File: src/rtl/hadd_serial_ctrl.sv
// Bit-serial adder: one shared half-adder pair plus a registered carry adds two
// WIDTH-bit operands one bit per clock. Optional carry-in port: HADD_SERIAL_CIN_EN.

module hadd (
  input  logic i_a,
  input  logic i_b,
  output logic o_s,
  output logic o_c
);
  assign o_s = i_a ^ i_b;
  assign o_c = i_a & i_b;
endmodule

module hadd_serial_ctrl #(
  parameter int WIDTH = 8
) (
  input  logic             clk,
  input  logic             rst_n,
  input  logic             start,
  input  logic [WIDTH-1:0] a,
  input  logic [WIDTH-1:0] b,
`ifdef HADD_SERIAL_CIN_EN
  input  logic             cin,
`endif
  output logic             busy,
  output logic             done,
  output logic [WIDTH-1:0] sum,
  output logic             cout
);

  localparam int CNT_W = $clog2(WIDTH);

  localparam logic [1:0] S_IDLE = 2'd0;
  localparam logic [1:0] S_RUN  = 2'd1;
  localparam logic [1:0] S_DONE = 2'd2;

  logic [1:0]       r_state;
  logic [WIDTH-1:0] r_opa;
  logic [WIDTH-1:0] r_opb;
  logic [WIDTH-1:0] r_acc;
  logic             r_carry;
  logic [CNT_W-1:0] r_cnt;
  logic [WIDTH-1:0] r_sum;
  logic             r_cout;

  logic             w_s1;
  logic             w_c1;
  logic             w_s;
  logic             w_c2;
  logic             w_carry_next;
  logic [WIDTH-1:0] w_acc_next;
  logic             w_last;
  logic             w_cin;

`ifdef HADD_SERIAL_CIN_EN
  assign w_cin = cin;
`else
  assign w_cin = 1'b0;
`endif

  // Two half adders chained into a full adder; the OR of their carries feeds r_carry.
  hadd u_hadd0 (.i_a(r_opa[0]), .i_b(r_opb[0]), .o_s(w_s1), .o_c(w_c1));
  hadd u_hadd1 (.i_a(w_s1),     .i_b(r_carry),  .o_s(w_s),  .o_c(w_c2));

  assign w_carry_next = w_c1 | w_c2;
  assign w_acc_next   = {w_s, r_acc[WIDTH-1:1]};
  assign w_last       = (r_cnt == CNT_W'(WIDTH - 1));

  // NOTE: all state below uses non-blocking assignments so every register
  // samples the pre-edge values of the others, matching the hardware.
  always_ff @(posedge clk or negedge rst_n) begin
    if (!rst_n) begin
      r_state <= S_IDLE;
      r_opa   <= '0;
      r_opb   <= '0;
      r_acc   <= '0;
      r_carry <= 1'b0;
      r_cnt   <= '0;
      r_sum   <= '0;
      r_cout  <= 1'b0;
    end else begin
      case (r_state)
        S_IDLE, S_DONE: begin
          if (start) begin
            r_opa   <= a;
            r_opb   <= b;
            r_cnt   <= '0;
            r_carry <= w_cin;
            r_state <= S_RUN;
          end else begin
            r_state <= S_IDLE;
          end
        end
        S_RUN: begin
          r_opa   <= r_opa >> 1;
          r_opb   <= r_opb >> 1;
          r_acc   <= w_acc_next;
          r_carry <= w_carry_next;
          r_cnt   <= r_cnt + 1'b1;
          // The last bit is folded in on the same edge that publishes the result.
          if (w_last) begin
            r_state <= S_DONE;
            r_sum   <= w_acc_next;
            r_cout  <= w_carry_next;
          end
        end
        default: r_state <= S_IDLE;
      endcase
    end
  end

  assign busy = (r_state == S_RUN);
  assign done = (r_state == S_DONE);
  assign sum  = r_sum;
  assign cout = r_cout;

endmodule

File: config.mk
export PLATFORM = sky130hd
export DESIGN_NAME = hadd_serial_ctrl
export DESIGN_NICKNAME = d
export VERILOG_FILES = /design/src/rtl/hadd_serial_ctrl.sv
export SDC_FILE = /design/constraint.sdc
export NUM_CORES = 1
export LEC_CHECK = 0
export CAP_MARGIN = 40
export CELL_PAD_IN_SITES_DETAIL_PLACEMENT = 0
export CELL_PAD_IN_SITES_GLOBAL_PLACEMENT = 1
export CORE_MARGIN = 2
export CORE_UTILIZATION = 40
export CTS_BUF_LIST = sky130_fd_sc_hd__clkbuf_4 sky130_fd_sc_hd__clkbuf_8 sky130_fd_sc_hd__clkbuf_16
export DETAILED_ROUTE_END_ITERATION = 8
export PLACE_DENSITY_LB_ADDON = 0.1
export SETUP_SLACK_MARGIN = 0.05
export SLEW_MARGIN = 20
export SYNTH_ARGS = -nofsm -noshare
export SYNTH_HDL_FRONTEND = slang
export SYNTH_SLANG_ARGS = --single-unit
File: constraint.sdc
create_clock -name clk -period 4.9 [get_ports clk]
set_clock_uncertainty 0.2 [all_clocks]
set_input_delay 0.735 -clock clk [delete_from_list [all_inputs] [get_ports clk]]
set_output_delay 0.735 -clock clk [all_outputs]
set_load 0.02 [all_outputs]
* Yosys cells after proc, flatten, opt, wreduce, memory -nomap -nowiden *
Index checks and enable logic that the tools add are counted.

cells by class
  eq/ne operators = 5
  bitwise logic cells = 5
  reduce and logical (&&, ||, !) cells = 5
  $add $sub $neg = 1
  mux-type cells = 11

operators with widths
  operator                                                number
  one-hot mux 8 bit (2 select lines)                      2
  2-to-1 mux 8 bit                                        2
  one-hot mux 3 bit (2 select lines)                      1
  one-hot mux 2 bit (2 select lines)                      1
  AND reduction 2 bit                                     2
  adder 3 x 1 -> 3 bit (second input constant)            1
  == test 3 bit (second input constant)                   1
  2-to-1 mux 3 bit                                        1
  bitwise AND 1 bit                                       2
  == test 2 x 1 -> 1 bit (second input constant)          1
  == test 2 bit (second input constant)                   1
  logical NOT 2 bit                                       1
  2-to-1 mux 1 bit                                        2
  2-to-1 mux 2 bit                                        1
  inequality test 2 x 1 -> 1 bit (second input constant)  1
  inequality test 2 bit (second input constant)           1
  one-hot mux 1 bit (2 select lines)                      1
  nonzero test 2 bit                                      1
  OR reduction 2 bit                                      1
  XOR 1 bit                                               2
  OR 1 bit                                                1

storage, ports and cells
  logic and storage cells = 35
  input bits = 19
  output and inout port bits = 11
  register bits after elaboration = 39

* Logic depth before layout (Yosys ltp) *
Gate-level depths: netlist of the first run.

  word-level depth = 4
  depth in mapped cells = 6
  mapped depth without buffers = 4

* Cells and area by module *
From an unflattened synthesis of the first run, not the netlist that was laid out.

unflattened totals
  cell total of the unflattened synthesis = 168
  area, all modules = 1851.8 um^2

modules (own cells, without submodules)
  module            times used  sequential area each (um^2)  area each (um^2)  cells each
  hadd_serial_ctrl  1           950.9                        1826.8            166
  hadd              2           0.0                          12.5              1

* Least setup slack after synthesis of the first run *
No wires, ideal clock.

  kind = reg-to-output
  start = register r_state[1]
  end = output port busy
  buffers on the path = 2
  slack = 2.980 ns
  arrival time = 0.985 ns
  stages on the path, launching flop included = 5
  required time = 3.965 ns
  cells stage by stage = dfrtp_1 > nand2b_1 > buf_6 > inv_6 > buf_2

on the way
  word-level cells in the longest chain between the ends = 1

ends and longest elaborated chain
  element                 RTL line  RTL
  start, declared         37        logic [1:0] r_state;
  start signal, assigned  73        r_state <= S_IDLE;
  start signal, assigned  89        r_state <= S_RUN;
  start signal, assigned  91        r_state <= S_IDLE;
  == test 2 x 1 -> 1 bit  112       assign busy = (r_state == S_RUN);
  end, declared           25        output logic busy,

Every way passes these cells.

* Worst setup path in the final report of the first run *
  start = register r_state[0]
  end = output port busy

Same word-level chain as after synthesis.

==> results of run 1 <==
## cells in the final DEF, fill, tap and decap left out
master           Yosys  routed
a211oi_1             6       6
a21oi_1              6       6
a22o_1               5       5
buf_16               0       1
buf_2                7       1
clkbuf_8             0       6
clkdlybuf4s50_1      0      28
dfrtp_1             38      38
fa_1                 1       1
ha_1                 2       2
inv_1                1       1
inv_6                1       1
mux2_2               3       3
mux2_4               9       9
mux2i_1              7       7
nand2_1             21      21
nand2_8              1       1
nand2b_1             2       2
nand3_1              1       1
nor2_1              10      10
nor2b_1              8       8
nor3_1               8       8
o21ai_0              2       2
o22ai_1              8       8
xnor2_1              1       1
## worst reg2reg max path: cells and delay by family (launching register included)
family                 cells  cell delay (ns)
and+or+nand+nor            2             0.71
buffers and inverters      1             0.34
DFF                        1             0.77
muxes                      1             0.33
## stage by stage
stage	hold WS, ns	instance area [um^2]	instances	setup slack, ns	utilization
after floorplan	0.239	1730	150	2.98	-
after global placement	0.271	2030	220	1.69	0.496
after detailed placement	0.281	2050	221	1.62	0.503
after CTS	0.195	2140	227	1.30	0.523
after global routing	0.211	2140	227	1.15	0.523
final	0.185	2140	227	1.34	0.523
## cells by family (layout without fill, tap and decap cells)
| logic type | after synthesis | in the layout | share of synthesized area |
|---|---|---|---|
| flops | 38 | 38 | 0.550 |
| buf+inv | 11 | 38 | 0.0362 |
| mux | 19 | 19 | 0.138 |
| fa+ha+maj | 3 | 3 | 0.0260 |
| simple gates | 51 | 51 | 0.141 |
| compound gates | 27 | 27 | 0.103 |
| xor+xnor | 1 | 1 | 0.00507 |
## final timing paths
| check | cells past startpoint | start | endpoint |
|---|---|---|---|
| hold / removal | 1 | rst_n | sum[5]$_DFFE_PN0P_ |
| hold reg to reg | 2 | r_acc[1]$_DFFE_PN0P_ | r_acc[1]$_DFFE_PN0P_ |
| max in group asynchronous | 2 | rst_n | r_cnt[2]$_DFFE_PN0P_ |
| min in group clk | 2 | r_acc[1]$_DFFE_PN0P_ | r_acc[1]$_DFFE_PN0P_ |
| setup reg to reg | 4 | r_state[0]$_DFFE_PN0P_ | sum[3]$_DFFE_PN0P_ |
| setup / recovery | 3 | r_state[0]$_DFFE_PN0P_ | busy |
## layer usage
| layer | track usage | part of all wire | vias to the layer above | routed length [um] |
|---|---|---|---|---|
| met2 | 0.223 | 0.47 | 25 | 1500 |
| met5 | 0 | 0 | - | 0 |
| met1 | 0.197 | 0.48 | 564 | 1540 |
| met3 | 0.0422 | 0.038 | 6 | 121 |
| li1 | - | - | 575 | - |
| met4 | 0.0513 | 0.015 | 0 | 48 |
## area by class of cell
type,instances,area (um^2),area share
flip-flops and latches,38,951,0.445
inverters,2,12.5,0.00585
multi-input cells,101,716,0.335
repair buffers,30,313,0.146
clock buffers,6,82.6,0.0386
well taps,50,62.6,0.0293
## cell usage after synthesis
library cell / count / area (um^2)
dfrtp_1: 38 / 951
nand2_1: 21 / 78.8
nor2_1: 10 / 37.5
mux2_4: 9 / 135
nor2b_1: 8 / 50.1
nor3_1: 8 / 40.0
o22ai_1: 8 / 50.1
buf_2: 7 / 35.0
mux2i_1: 7 / 70.1
a211oi_1: 6 / 45.0
a21oi_1: 6 / 30.0
a22o_1: 5 / 43.8
mux2_2: 3 / 33.8
ha_1: 2 / 25.0
nand2b_1: 2 / 12.5
o21ai_0: 2 / 10.0
buf_6: 1 / 11.3
clkbuf_1: 1 / 3.75
fa_1: 1 / 20.0
inv_1: 1 / 3.75
inv_6: 1 / 8.76
nand2_8: 1 / 20.0
nand3_1: 1 / 5.00
xnor2_1: 1 / 8.76
## sequential cells by signal, summed over array words and instances, names as in the netlist
register	count
r_state	2
r_acc	7
r_cnt	3
cout	1
sum	8
r_carry	1
r_opa	8
r_opb	8
## power groups by stage
| stage | Combinational (mW) | Clock (mW) | Sequential, mW |
|---|---|---|---|
| 6_report | 0.555 | 0.206 | 0.584 |
| 5_1_grt | 0.620 | 0.230 | 0.607 |
| 4_1_cts | 0.566 | 0.216 | 0.584 |
| 3_5_place_dp | 0.564 | 0 | 0.590 |
| 3_3_place_gp | 0.544 | 0 | 0.583 |
| 2_1_floorplan | 0.399 | 0 | 0.583 |
==> impl_metrics.toml, run 1 <==
[grt]
grt_pass1_wl_um = 5670
globalRouteOverflowTotal = 0
grtUsageTotal = 0.146
first_global_vias = 1152
antenna_found_initial = 0
grt_max_degree = 24

[setup_path]
end_kind = "output pin"
crit_chain = "nand2b_1, inv_6, clkdlybuf4s50_1"
rrSetupSlack_ns = 2.44
path_max_fanout = 23
cp_slowest_cell = "dfrtp_1"
critical-path-max-stage-delay_ns = 0.77
arrival_ns = 2.62
path_buf_inv = 2
cp.required_ns = 3.96
setup.worst_path.start_class = "register"
path_delay_family = "buffers and inverters"
crit_type = "reg2out"

[sta]
maxSlewViolCount = 0
rsz0062_at_grt = "false"
worst_pin_slew_ns = 0.736
slew_headroom = 0.510
period_minus_slack_ns = 3.56
min_period_over_period = 0.726
setup-tns-final_ns = 0
fmax_mhz = 281
setup_viol = 0
finalHoldViolCount = 0

[cts]
cts_tree = "done"
cts_post_setup_buffers_inserted = 0
cts_resized = 0
cts.sinks = 38
cts_root_buffer = "clkbuf_8"
cts_made_buffers = 5
insertion_delay_ns = 0.28
clockBufferDepth = 2
cts_hold_buf = 0
clk_pin_slew_worst_paths_ns = 0.07
h-tree-depth = 2

[drt]
drtAntennaViolNets = 0
drc = 0
wl_per_cell_um = 14.1
dr.first_iter.drc_count = 64
drt_first_pass_iters = 4
num_vias = 1170
routed_via_density = 5.15
wl_um = 3210

[floorplanning]
dieArea_um2 = 4870
die_w_um = 69.8
core-area_um2 = 4090
start_util = 0.423
design.portCount = 30
fp.dieH_um = 69.8
rows = 23

[power_and_ir_drop]
power.internal_uw = 864
p_seq_frac = 0.434
leakagePower_nw = 0.947
ir_worst_vdd_uv = 230
p_sw_frac = 0.358
power_density_nw_per_um2 = 629
p_comb_frac = 0.413
power.total_mw = 1.35
clkPwrFrac = 0.153
p_sw_uw = 481

[yosys]
syn_area_per_cell_um2 = 11.5
yosys_warnings = 0
seq_area_frac_synth = 0.550
synth_seq_cells = 38
synth_area_um2 = 1730
syn-num-nets = 172
ys_types = 24
syn_inst = 150

[placement]
gp_congestion = 0.707
place_hpwl_um = 2200
port_buffers = 29

[worst_hold_path]
hold_class = "in2async"

[flow_run]
max_cap_viol_count = 0

[finish]
layout-drive-gt1-share = 0.124
antenna_cells = 0
fillers = 373
nNetsFinal = 200
area_growth_pct = 23.6

[status]
outcome = "completed"
(Power assumes the default switching activity.)
==> run 2: changes to the inputs <==
- clock period: 4.9 -> 3.35 ns (I/O delays scaled with it)
==> run 2 against run 1 <==
Effect of this change:
- clock power grew 90%
- die area is the same
- sequential share of layout area shrank 1.1 points
- critical path depth is the same
- sequential power grew 44%
- critical path type unchanged
- power grew 54%
- cell area grew 2.6%
==> impl_metrics.toml, run 2 (synthesis gave the netlist of run 1 again) <==
[status]
outcome = "completed"

[sta]
setup-tns-final_ns = 0
worst_pin_slew_ns = 0.678
setup_viol = 0
rsz0062_at_grt = "false"
finalWorstSetupSlack_ns = 0.483
period_minus_slack_ns = 2.87
maxSlewViolCount = 0
slew_headroom = 0.548
hold_slack_ns = 0.292
min_period_over_period = 0.856
finalHoldViolCount = 0
fmax_mhz = 349

[power_and_ir_drop]
power.internal_mw = 1.35
leakagePower_nw = 0.978
power.total_mw = 2.07
p_seq_frac = 0.407
p_sw_frac = 0.346
p_comb_frac = 0.404
ir_worst_vdd_uv = 369
clkPwrFrac = 0.189
p_sw_uw = 716
power_density_nw_per_um2 = 944

[setup_path]
cp_num_cells = 3
path_delay_family = "buffers and inverters"
cp_slowest_cell = "dfrtp_1"
rrSetupSlack_ns = 1.34
crit_chain = "nand2b_1, inv_6, clkdlybuf4s50_1"
arrival_ns = 2.16
reg2reg_to = "sum[6]$_DFFE_PN0P_"
path_max_fanout = 23
end_kind = "output pin"
setup.worst_path.start = "r_state[0]$_DFFE_PN0P_"
crit_type = "reg2out"
path_buf_inv = 2
critical-path-max-stage-delay_ns = 0.78
r2r_cells = 4
setup.worst_path.start_class = "register"
regToRegStartpoint = "r_state[0]$_DFFE_PN0P_"
endpoint = "busy"
cp.required_ns = 2.65

[finish]
final_common_cell = "dfrtp_1"
area_growth_pct = 26.8
antenna_cells = 0
seqCellArea_um2 = 951
fillers = 368
multi_input_area_um2 = 716
layout-drive-gt1-share = 0.143
nNetsFinal = 203
finalNonFillerCells = 232
final_cell_mix = "dfrtp_1 (38), clkdlybuf4s50_1 (28), nand2_1 (21)"

[drt]
num_vias = 1183
routed_via_density = 5.10
wl_um = 3270
drtAntennaViolNets = 0
drt_first_pass_iters = 4
dr.first_iter.drc_count = 53
wl_per_cell_um = 14.1
drc = 0

[cts]
cts_tree = "done"
cts_post_setup_buffers_inserted = 0
cts_made_buffers = 5
clockBufferDepth = 2
cts.sinks = 38
cts_root_buffer = "clkbuf_8"
clk_pin_slew_worst_paths_ns = 0.07
h-tree-depth = 2
insertion_delay_ns = 0.28

[floorplanning]
design.portCount = 30
dieArea_um2 = 4870
start_util = 0.423
fp.dieH_um = 69.8
die_w_um = 69.8
core-area_um2 = 4090
rows = 23

[flow_run]
max_cap_viol_count = 0

[grt]
globalRouteOverflowTotal = 0
first_global_vias = 1307
grt_max_degree = 24
antenna_found_initial = 0
grt_pass1_wl_um = 6070
grtUsageTotal = 0.156

[placement]
placed_cells = 223
place_hpwl_um = 2240
port_buffers = 29
gp_congestion = 0.711
pre_cts_ws_ns = 0.775

[worst_hold_path]
hold_class = "reg2reg"
hold_start = "r_acc[1]$_DFFE_PN0P_"
[run 2: cell types whose count changed in the layout (fill, tap and decap cells not counted), sizes merged]
cell         delta
buf             +2
bufinv          +1
clkbuf          +1
dlygate4sd3     +1
[run 2: how the worst min path moves through the flow]
stage | to | slack [ns] | cells past startpoint
final | r_acc[1]$_DFFE_PN0P_ | 0.29 | 2
after global routing | sum[7]$_DFFE_PN0P_ | 0.33 | 1
after CTS | r_acc[1]$_DFFE_PN0P_ | 0.30 | 2
after detailed placement | cout$_DFFE_PN0P_ | 0.26 | 1
after global placement | r_acc[1]$_DFFE_PN0P_ | 0.26 | 2
after floorplan | cout$_DFFE_PN0P_ | 0.007 | 0
[run 2: worst register-to-register path, stage by stage, from the launching register on]
cell,delay [ns]
dfrtp_1,0.78
nand2b_1,0.26
inv_6,0.22
nand2_8,0.12
mux2_4,0.32
[run 2: power by group through the flow]
stage	registers (mW)	logic [mW]	clock network, mW
2_1_floorplan	0.853	0.583	0
3_3_place_gp	0.842	0.819	0
3_5_place_dp	0.852	0.854	0
4_1_cts	0.843	0.855	0.406
5_1_grt	0.882	0.943	0.425
6_report	0.843	0.837	0.391
[run 2: repair_timing]
| item | 4_1_cts | 5_1_grt |
|---|---|---|
| endpoints found under the hold margin | 17 | 0 |
| resized for setup | 0 | 0 |
| hold buffers | 1 | 0 |
[run 2: per-stage QoR]
step	instance area, um^2	utilization
detailed placement	2070	0.506
global route	2190	0.537
CTS	2190	0.537
global placement	2040	0.500
floorplan	1730	-
finish	2190	0.537
[run 2: layout make-up]
cell class              count  share of cell area
clock buffers               7              0.0382
clock inverters             1              0.0137
inverters                   2             0.00570
multi-input cells         101               0.326
flip-flops and latches     38               0.434
well taps                  50              0.0285
repair buffers             33               0.154
[run 2: per-layer routing]
| metal | global-route usage | routed length (um) |
|---|---|---|
| met5 | 0 | 0 |
| met2 | 0.263 | 1620 |
| met3 | 0.0436 | 129 |
| met1 | 0.194 | 1510 |
| met4 | 0.0513 | 14 |
==> run 3: changes to the inputs <==
- SYNTH_HIERARCHICAL: not set -> 1
==> run 3 against run 2 <==
Effect of this change:
- power fell by 4.9%
- global-route usage fell by 0.83 points
- final cell count rose by 8.2%
- hold slack better by 0.0026 ns
- clock power is 17% lower
- largest power group unchanged
==> impl_metrics.toml, run 3 <==
[finish]
area_growth_pct = 22.4
nNetsFinal = 221
antenna_cells = 0
final_common_cell = "dfrtp_1"
layout-drive-gt1-share = 0.116
final_cell_mix = "dfrtp_1 (38), clkdlybuf4s50_1 (28), nand2_1 (26)"

[drt]
drtAntennaViolNets = 0
drc = 0
routed_via_density = 5.10
drt_first_pass_iters = 3
num_vias = 1279
dr.first_iter.drc_count = 47
wl_um = 3570
wl_per_cell_um = 14.2

[setup_path]
path_buf_inv = 2
arrival_ns = 1.80
cp_slowest_cell = "clkdlybuf4s50_1"
setup.worst_path.start = "r_state[1]$_DFFE_PN0P_"
setup.worst_path.start_class = "register"
cp.required_ns = 2.65
path_max_fanout = 12
crit_type = "reg2out"
end_kind = "output pin"
path_delay_family = "buffers and inverters"
critical-path-max-stage-delay_ns = 0.64
regToRegStartpoint = "r_cnt[0]$_DFFE_PN0P_"
crit_chain = "nand2b_2, clkinv_1, clkdlybuf4s50_1"

[flow_run]
max_cap_viol_count = 0

[status]
outcome = "completed"

[yosys]
syn_area_per_cell_um2 = 11.0
synth_common_cells = "dfrtp_1 (38), nand2_1 (26), mux2i_1 (17)"
seq_area_frac_synth = 0.514
synth-simple-area-share = 0.135
synth_fa_ha_area_frac = 0.0270
synth_seq_cells = 38
synthFlopType = "dfrtp_1"
ys_types = 24
synthMuxAreaShare = 0.155
yosys_warnings = 6
synthXorXnorAreaFrac = 0
synth_top_area_share = 0.514
syn-num-nets = 191
synth_area_um2 = 1850
post-synth-top-count-cell = "dfrtp_1"
synth_top_family_by_area = "multiplexers"
async_flop_share = 1.00
synth_edf_count = 0
syn_inst = 168
synthTopCellsByArea = "dfrtp_1 (51%), mux2i_1 (9.2%), mux2_4 (5.7%)"
synth_area_leader_cell = "dfrtp_1"
synth-compound-area-share = 0.117

[floorplanning]
core-area_um2 = 4410
start_util = 0.420
die_w_um = 72.0
fp.dieH_um = 72.0
dieArea_um2 = 5190
rows = 24
design.portCount = 30

[placement]
pre_cts_ws_ns = 1.16
gp_congestion = 0.735
place_hpwl_um = 2340
port_buffers = 29

[grt]
first_global_vias = 1240
grt_max_degree = 39
antenna_found_initial = 0
grt_pass1_wl_um = 5890
globalRouteOverflowTotal = 0
grtUsageTotal = 0.148

[sta]
min_period_over_period = 0.746
finalWorstSetupSlack_ns = 0.852
slew_headroom = 0.760
period_minus_slack_ns = 2.50
maxSlewViolCount = 0
hold_slack_ns = 0.295
rsz0062_at_grt = "false"
finalHoldViolCount = 0
setup_viol = 0
worst_pin_slew_ns = 0.359
fmax_mhz = 400
setup-tns-final_ns = 0

[power_and_ir_drop]
ir_worst_vdd_uv = 443
leakagePower_nw = 0.992
power_density_nw_per_um2 = 869

[cts]
clockBufferDepth = 2
h-tree-depth = 2
cts_made_buffers = 5
cts_root_buffer = "clkbuf_8"
cts_tree = "done"
insertion_delay_ns = 0.29
cts.sinks = 38
clk_pin_slew_worst_paths_ns = 0.08

[worst_hold_path]
hold_class = "reg2reg"
hold_start = "r_acc[1]$_DFFE_PN0P_"
[run 3: changes by cell type after synthesis, sizes merged, moves of 7 or more]
cell,change
a21oi,+7
mux2i,+10
nor3,-7
nor2,-7
o21ai,+7
a211oi,+7
o22ai,-8
[run 3: worst reg2reg max path, delay by kind of cell (launching register included)]
| family | cells | cell delay (ns) |
|---|---|---|
| AND/OR/NAND/NOR | 1 | 0.21 |
| adder cells (fa/ha/maj) | 2 | 0.45 |
| multiplexers | 1 | 0.36 |
| flip-flops | 1 | 0.41 |
[run 3: kinds of logic after synthesis]
group	after synthesis
buf+inv	15
fa+ha+maj	4
mux	25
compound gates	36
simple gates	50
flops	38
[run 3: area by class of cell]
class / instances / area (um^2)
clock inverter: 2 / 12.5
sequential: 38 / 951
clock buffer: 6 / 82.6
timing repair buffer: 34 / 338
fill: 389 / 2150
inverter: 4 / 15.0
tap: 52 / 65.1
multi-input combinational: 115 / 803
[run 3: final timing paths]
kind	to	cells past startpoint	slack [ns]
min in group asynchronous	r_opa[7]$_DFFE_PN0P_	2	0.37
worst min register to register	r_acc[1]$_DFFE_PN0P_	2	0.29
max in group asynchronous	sum[1]$_DFFE_PN0P_	3	2.19
worst min-delay path	r_acc[1]$_DFFE_PN0P_	2	0.29
worst max-delay path	busy	3	0.85
worst max register to register	sum[7]$_DFFE_PN0P_	4	1.61
[run 3: where the power goes]
| part | switching [mW] | leakage [nW] | internal (mW) |
|---|---|---|---|
| Sequential | 0.149 | 0.466 | 0.674 |
| Combinational | 0.416 | 0.478 | 0.406 |
| Clock | 0.160 | 0.0472 | 0.165 |
| Total | 0.725 | 0.992 | 1.25 |
[run 3: per-layer routing]
layer | up-vias | share of wire | wire [um] | GRT usage
li1 | 641 | - | - | -
met1 | 611 | 0.48 | 1700 | 0.192
met2 | 22 | 0.47 | 1690 | 0.238
met3 | 5 | 0.041 | 145 | 0.0444
met4 | 0 | 0.0087 | 31 | 0.0503
met5 | - | 0 | 0 | 0
[run 3: per-stage QoR]
step / power (mW) / area (um^2) / cells / util
after floorplan: 1.40 / 1850 / 168 / -
after global placement: 1.64 / 2140 / 241 / 0.485
after detailed placement: 1.66 / 2140 / 241 / 0.485
after CTS: 1.99 / 2240 / 249 / 0.507
after global routing: 2.13 / 2270 / 251 / 0.514
final: 1.97 / 2270 / 251 / 0.514
[run 3: repair_timing]
action,CTS,global route
hold endpoints to repair,0,4
gates resized for setup,0,0
hold buffers,0,1
buffers inserted,0,0
